## src/rtl/instruction_fetcher.sv

```systemverilog
// Fetch front end: owns the fetch PC, issues one word request at a time, presents the
// word to the decoder with a 2-bit-counter branch prediction, and resteers on flush.
//
// state     | meaning
// FETCH     | launch a request for the current fetch PC
// WAIT      | request outstanding, response will be presented
// HOLD      | instruction presented, waiting for the decoder to consume it
// JALR_WAIT | JALR consumed, target unknown until the RoB flushes
// DRAIN     | flushed while a request was outstanding; its response is dropped
module instruction_fetcher #(
  parameter logic [31:0] RESET_PC = 32'h0,
  parameter int          BHT_BITS = 6
) (
  input  logic        clk_in,
  input  logic        rst_in,
  input  logic        rdy_in,
  output logic        mem_req_valid,
  output logic [31:0] mem_req_addr,
  input  logic        mem_resp_valid,
  input  logic [31:0] mem_resp_data,
  output logic        fetch_ready,
  output logic [31:0] inst,
  output logic [31:0] pc,
  output logic        pred_res,
  input  logic        issue_ready,
  input  logic        pc_change_flag,
  input  logic [31:0] pc_change,
  input  logic        rob_flush,
  input  logic [31:0] rob_flush_pc,
  input  logic        br_update_valid,
  input  logic [31:0] br_update_pc,
  input  logic        br_update_taken
);

  localparam int BHT_SIZE = 1 << BHT_BITS;
  localparam logic [6:0] OP_BRANCH = 7'b1100011;
  localparam logic [6:0] OP_JALR   = 7'b1100111;

  typedef enum logic [2:0] {
    S_FETCH,
    S_WAIT,
    S_HOLD,
    S_JALR_WAIT,
    S_DRAIN
  } state_t;

  state_t      r_state, w_state_nxt;
  logic [31:0] r_fetch_pc, w_fetch_pc_nxt;
  logic        r_req_valid, w_req_valid_nxt;
  logic [31:0] r_req_addr, w_req_addr_nxt;
  logic        r_ready, w_ready_nxt;
  logic [31:0] r_inst, w_inst_nxt;
  logic [31:0] r_pc, w_pc_nxt;
  logic        r_pred, w_pred_nxt;

  logic [1:0]          r_bht [BHT_SIZE];
  logic [BHT_BITS-1:0] w_lookup_idx;
  logic [BHT_BITS-1:0] w_update_idx;
  logic                w_lookup_taken;
  logic [1:0]          w_update_ctr;
  logic [1:0]          w_update_ctr_nxt;
  logic                w_unused;

  assign w_lookup_idx   = r_fetch_pc[BHT_BITS+1:2];
  assign w_lookup_taken = r_bht[w_lookup_idx][1];
  assign w_update_idx   = br_update_pc[BHT_BITS+1:2];
  assign w_update_ctr   = r_bht[w_update_idx];
  assign w_unused       = ^{br_update_pc[31:BHT_BITS+2], br_update_pc[1:0]};

  always_comb begin
    w_update_ctr_nxt = w_update_ctr;
    if (br_update_taken) begin
      if (w_update_ctr != 2'b11) w_update_ctr_nxt = w_update_ctr + 2'd1;
    end else begin
      if (w_update_ctr != 2'b00) w_update_ctr_nxt = w_update_ctr - 2'd1;
    end
  end

  always_comb begin
    w_state_nxt     = r_state;
    w_fetch_pc_nxt  = r_fetch_pc;
    w_req_valid_nxt = r_req_valid;
    w_req_addr_nxt  = r_req_addr;
    w_ready_nxt     = r_ready;
    w_inst_nxt      = r_inst;
    w_pc_nxt        = r_pc;
    w_pred_nxt      = r_pred;

    if (rob_flush) begin
      w_fetch_pc_nxt = rob_flush_pc;
      w_ready_nxt    = 1'b0;
      w_pred_nxt     = 1'b0;
      // An outstanding request must still be drained before a new one may go out.
      if ((r_state == S_WAIT || r_state == S_DRAIN) && !mem_resp_valid) begin
        w_state_nxt = S_DRAIN;
      end else begin
        w_state_nxt     = S_FETCH;
        w_req_valid_nxt = 1'b0;
      end
    end else begin
      case (r_state)
        S_FETCH: begin
          w_req_valid_nxt = 1'b1;
          w_req_addr_nxt  = r_fetch_pc;
          w_state_nxt     = S_WAIT;
        end
        S_WAIT: begin
          if (mem_resp_valid) begin
            w_req_valid_nxt = 1'b0;
            w_inst_nxt      = mem_resp_data;
            w_pc_nxt        = r_fetch_pc;
            w_ready_nxt     = 1'b1;
            w_pred_nxt      = (mem_resp_data[6:0] == OP_BRANCH) && w_lookup_taken;
            w_state_nxt     = S_HOLD;
          end
        end
        S_HOLD: begin
          if (issue_ready) begin
            w_ready_nxt = 1'b0;
            if (r_inst[6:0] == OP_JALR) begin
              w_state_nxt = S_JALR_WAIT;
            end else begin
              w_state_nxt    = S_FETCH;
              w_fetch_pc_nxt = pc_change_flag ? pc_change : r_pc + 32'd4;
            end
          end
        end
        S_JALR_WAIT: begin
        end
        S_DRAIN: begin
          if (mem_resp_valid) begin
            w_req_valid_nxt = 1'b0;
            w_state_nxt     = S_FETCH;
          end
        end
        default: begin
          w_state_nxt = S_FETCH;
        end
      endcase
    end
  end

  always_ff @(posedge clk_in) begin
    if (rst_in) begin
      r_state     <= S_FETCH;
      r_fetch_pc  <= RESET_PC;
      r_req_valid <= 1'b0;
      r_req_addr  <= 32'h0;
      r_ready     <= 1'b0;
      r_inst      <= 32'h0;
      r_pc        <= 32'h0;
      r_pred      <= 1'b0;
      for (int i = 0; i < BHT_SIZE; i++) r_bht[i] <= 2'b01;
    end else if (rdy_in) begin
      r_state     <= w_state_nxt;
      r_fetch_pc  <= w_fetch_pc_nxt;
      r_req_valid <= w_req_valid_nxt;
      r_req_addr  <= w_req_addr_nxt;
      r_ready     <= w_ready_nxt;
      r_inst      <= w_inst_nxt;
      r_pc        <= w_pc_nxt;
      r_pred      <= w_pred_nxt;
      if (br_update_valid) r_bht[w_update_idx] <= w_update_ctr_nxt;
    end
  end

  assign mem_req_valid = r_req_valid;
  assign mem_req_addr  = r_req_addr;
  assign fetch_ready   = r_ready;
  assign inst          = r_inst;
  assign pc            = r_pc;
  assign pred_res      = r_pred;

endmodule
```

## config.mk

```make
export PLATFORM = sky130hd
export DESIGN_NAME = instruction_fetcher
export DESIGN_NICKNAME = d
export VERILOG_FILES = /design/src/rtl/instruction_fetcher.sv
export SDC_FILE = /design/constraint.sdc
export NUM_CORES = 1
export LEC_CHECK = 0
export CORE_MARGIN = 2
export CORE_UTILIZATION = 40
export CTS_CLUSTER_SIZE = 28
export DETAILED_ROUTE_END_ITERATION = 10
export PLACE_DENSITY_LB_ADDON = 0.3
export SKIP_CTS_REPAIR_TIMING = 1
export SLEW_MARGIN = 20
export SYNTH_ARGS = -nofsm -noshare
export SYNTH_HDL_FRONTEND = slang
export SYNTH_SLANG_ARGS = --single-unit
export TNS_END_PERCENT = 10
```

## constraint.sdc

```tcl
create_clock -name clk_in -period 6.8 [get_ports clk_in]
set_clock_uncertainty 0.1 [all_clocks]
set_input_delay 1.36 -clock clk_in [delete_from_list [all_inputs] [get_ports clk_in]]
set_output_delay 1.36 -clock clk_in [all_outputs]
set_load 0.005 [all_outputs]
```

---- Word-level counts from Yosys, hierarchy flattened ----
Memories as Yosys holds them, arrays and structs flattened. A register that Yosys moved wholly into a read port is not among the register bits.
Cells that the tools add are included.
storage, ports and cells
  input port bits ......................... 137
  memories ................................ 1
  register bits after elaboration ......... 134
  output and inout bits ................... 99
  word-level logic and storage cells ...... 85
  RAM bits ................................ 128
memories
  name   depth  bits a word  read ports  clocked after Yosys merged registers in  write ports  line  RTL
  r_bht  64     2            2           1                                        64           56    logic [1:0] r_bht [BHT_SIZE];
operators by class
  $add $sub $neg .......................... 3
  reduce and logical (&&, ||, !) cells .... 21
  bitwise logic cells ..................... 1
  eq/ne operators ......................... 14
  mux-type cells .......................... 37
operators with widths
  kind                                                                     count
  32-bit 2-to-1 mux                                                        5
  32-bit by 3-bit adder with 32-bit output, second input constant          1
  6-bit 2-to-1 mux                                                         3
  1-bit 2-to-1 mux                                                         16
  4-bit AND reduction                                                      4
  3-bit 2-to-1 mux                                                         5
  3-bit one-hot mux with 5 select lines                                    1
  7-bit == test, second input constant                                     2
  2-bit 2-to-1 mux                                                         5
  2-bit nonzero test                                                       5
  3-bit inequality test, second input constant                             3
  2-bit inequality test, second input constant                             4
  3-bit by 2-bit == test with 1-bit output, second input constant          2
  3-bit AND reduction                                                      2
  3-bit nonzero test                                                       2
  5-bit AND reduction                                                      1
  1-bit one-hot mux with 2 select lines                                    2
  2-bit OR reduction                                                       2
  3-bit by 1-bit == test with 1-bit output, second input constant          1
  3-bit == test, second input constant                                     1
  3-bit zero test                                                          1
  3-bit by 1-bit inequality test with 1-bit output, second input constant  1
  2-bit by 1-bit adder with 2-bit output, second input constant            1
  1-bit logical AND                                                        2
  4 further kinds                                                          4

---- Logic depth before layout (Yosys ltp) ----
  word-level depth ........................ 8
  depth in mapped cells ................... 12
  mapped depth without buffers ............ 8

---- Least setup slack after synthesis ----
OpenSTA, ideal clock, no wires.
  path kind ............................... input -> register
  from .................................... in br_update_pc[2]
  to ...................................... mem r_bht[59][0] (data pin)
  slack ................................... 3.185 ns
  stages .................................. 11
  setup time .............................. 0.284 ns
  data arrival time ....................... 3.231 ns
  cell sequence ........................... buf_6 buf_12 mux4_2 mux2i_1 o22ai_1 a221oi_2 and4_1 maj3_2 buf_12 buf_12 nand3_1
RTL lines
  item                line  RTL
  start: declaration  31    input logic [31:0] br_update_pc,
  end: declaration    56

==> reports/results.ini <==
[status]
outcome=completed

[critical_path]
cp-start-kind=input pin
r2r_cells=8
worstPathMaxFanout=39
critPathKind=in -> reg
crit_chain=clkdlybuf4s50_1 > buf_4 > inv_1 > a311oi_1 > o221ai_1 > a222oi_1 > and4_1 > maj3_2 > buf_12 > nor3_1
r2r_end=r_bht[45][1]
slowest_stage=maj3_2
arrival_ps=4920
crit_path_start=br_update_pc[4]
max_stage_delay_ps=660
r2r_slack_ps=3610
worst-path-buf-inv=4
required_ps=6950
cp_top_family=buffers and inverters
rr_startpoint=r_bht[39][0]
setup.worst_path.end_class=flop

[sta]
tightest_slew_ps=1156
setup_tns_ps=0
max_freq_ghz=0.2097
finalCritPeriodShare=0.7014
slew_violations=0
rsz0062_at_grt=false
fin_crit_ps=4770
finalSetupViolCount=0
slew_headroom=0.2284
hold_viol=0
fin_hold_ws_ps=350.5
fin_ws_ps=2030

[detailed_routing]
routed-via-count=11080
wl_um=40030
drt-pass1-iter-count=5
drt-initial-drc-count=967
via_per_inst=5.546
antenna_left=0
routedWlPerCell_um=20.04
drc=0

[placement]
io_buffers=209
place_ws_ps=1564
place_congestion=0.8717
place_hpwl_um=26500

[die]
ios=236
core-area_mm2=0.03353
die_w_um=188.5
rows=67
initial_core_util=0.4063
die_h_um=188.5
dieArea_mm2=0.03555

[layout]
antennaDiodeCount=0
final_util=0.4983
area_growth_pct=22.66
layout_common_cells=nand2_1 (277), clkdlybuf4s50_1 (204), dfxtp_1 (140), a21oi_1 (129), edfxtp_1 (128)
multi_input_area_mm2=0.006256
fillCellCount=3088
nets=1665
regArea_mm2=0.006646
final_common_cell=nand2_1
drive_gt1_frac=0.1401

[clocking]
clock_path_buffers=3
clock_latency_ps=550
cts_tree=yes
clock-sinks=268
clockRootBuffer=clkbuf_16
cts_htree_levels=1
numCtsBuffers=29
clk_pin_slew_ps=60

[grt]
globalRouteMet2Util=0.3647
grt_pass1_vias=10690
track_usage=0.2186
grt_max_degree=108
antenna_found_initial=0
grt_pass1_wl_um=61480
met1_usage=0.2881
grt_util_met3=0.03613
top_usage_layer=met2
globalRoute.totalOverflow=0

[logic_synthesis]
synth.distinct_cells=67
async_flop_share=0
syn_area_mm2=0.01362
yosys_most_used_dff=dfxtp_1
synth.net_count=1528
synth_seq_cells=268
synth-seq-area-share=0.4879
synth_edf_count=128
syn_area_per_cell_um2=9.801
yosysWarnings=0
syn_inst=1390

[hold_path]
hold_path_startpoint=mem_req_addr[2]
whs_endpoint=mem_req_addr[2]
whs_path_depth=2
hold_class=reg -> reg

[job]
maxCapViolations=0

[power]
ir_drop_v=0.0001931
powerDensity_mw_per_mm2=223.8
p_leak_uw=0.005478

[kinds of logic (layout without fill, tap and decap cells)]
logic type,after synthesis,count (layout),synth area share
and+or+nand+nor,584,584,0.2203
AOI/OAI and AO/OA,288,288,0.1292
DFF,268,268,0.4879
buffers and inverters,139,298,0.05474
muxes,79,79,0.08661
xor gates and xnor gates,29,29,0.01864
adders and majority gates,3,3,0.002571
[power breakdown]
group / total [uW] / switching (uW) / internal, uW / leakage, uW
Sequential: 1760 / 30.0 / 1730 / 0.00228
Clock: 1550 / 648 / 907 / 0.000474
Combinational: 428 / 255 / 173 / 0.00272
[flip-flops by register name (all words and copies together), names as in the netlist, named ones only]
signal and cells:
r_fetch_pc 32, inst 32, pc 32, mem_req_addr 32
fetch_ready 1, mem_req_valid 1, r_state 3, r_bht 128
pred_res 1
[worst register-to-register path: cells and delay by family (launching register included)]
kind	cells	cell delay, ps
AOI/OAI and AO/OA	3	840
adders and majority gates	1	660
buffers and inverters	1	340
DFF	1	400
and+or+nand+nor	3	570
[cell type report]
class / instances / area share
Timing Repair Buffer: 231 / 0.1347
Clock inverter: 13 / 0.005990
Multi-Input combinational cell: 983 / 0.3744
Sequential cell: 268 / 0.3978
Inverter: 14 / 0.003145
Tap cell: 448 / 0.03355
Clock buffer: 40 / 0.05047
[how the worst max path moves through the flow]
| stage | to | depth (start not counted) |
|---|---|---|
| 6_report | r_bht[45][1] | 10 |
| 5_1_grt | r_bht[12][1] | 10 |
| 4_1_cts | r_bht[45][1] | 10 |
| 3_5_place_dp | r_bht[0][1] | 10 |
| 3_3_place_gp | r_bht[13][1] | 10 |
| 2_1_floorplan | r_bht[59][0] | 11 |
[through the flow]
stage                     instance area, um^2  cells  total power (uW)
after floorplan                         13620   1390              2084
after global placement                  15770   1944              2209
after detailed placement                15770   1944              2215
after CTS                               16710   1997              3760
after global routing                    16710   1997              3856
final                                   16710   1997              3739
[metal layers]
metal | share of wire | wire length, um
met1 | 0.42 | 16740
met2 | 0.48 | 19020
met3 | 0.070 | 2804
met4 | 0.036 | 1456
met5 | 0 | 0
[cell usage after synthesis (10+ instances only)]
master	count	area share
buf_1	20	0.0055
nor3_2	30	0.022
buf_6	11	0.0091
and3_1	12	0.0055
nor2_1	83	0.023
mux4_2	30	0.050
a211oi_1	28	0.015
o21ai_0	38	0.014
or2_2	13	0.0060
nand3_2	42	0.031
nand2b_1	17	0.0078
dfxtp_1	140	0.21
a21oi_1	129	0.047
mux2i_1	38	0.028
a21o_1	43	0.024
inv_1	13	0.0036
mux2_2	11	0.0091
xnor2_1	19	0.012
nor3_1	40	0.015
clkbuf_1	73	0.020
xor2_1	10	0.0064
edfxtp_1	128	0.28
nand3_1	26	0.0096
nand2_1	277	0.076
(Power assumes the default switching activity.)
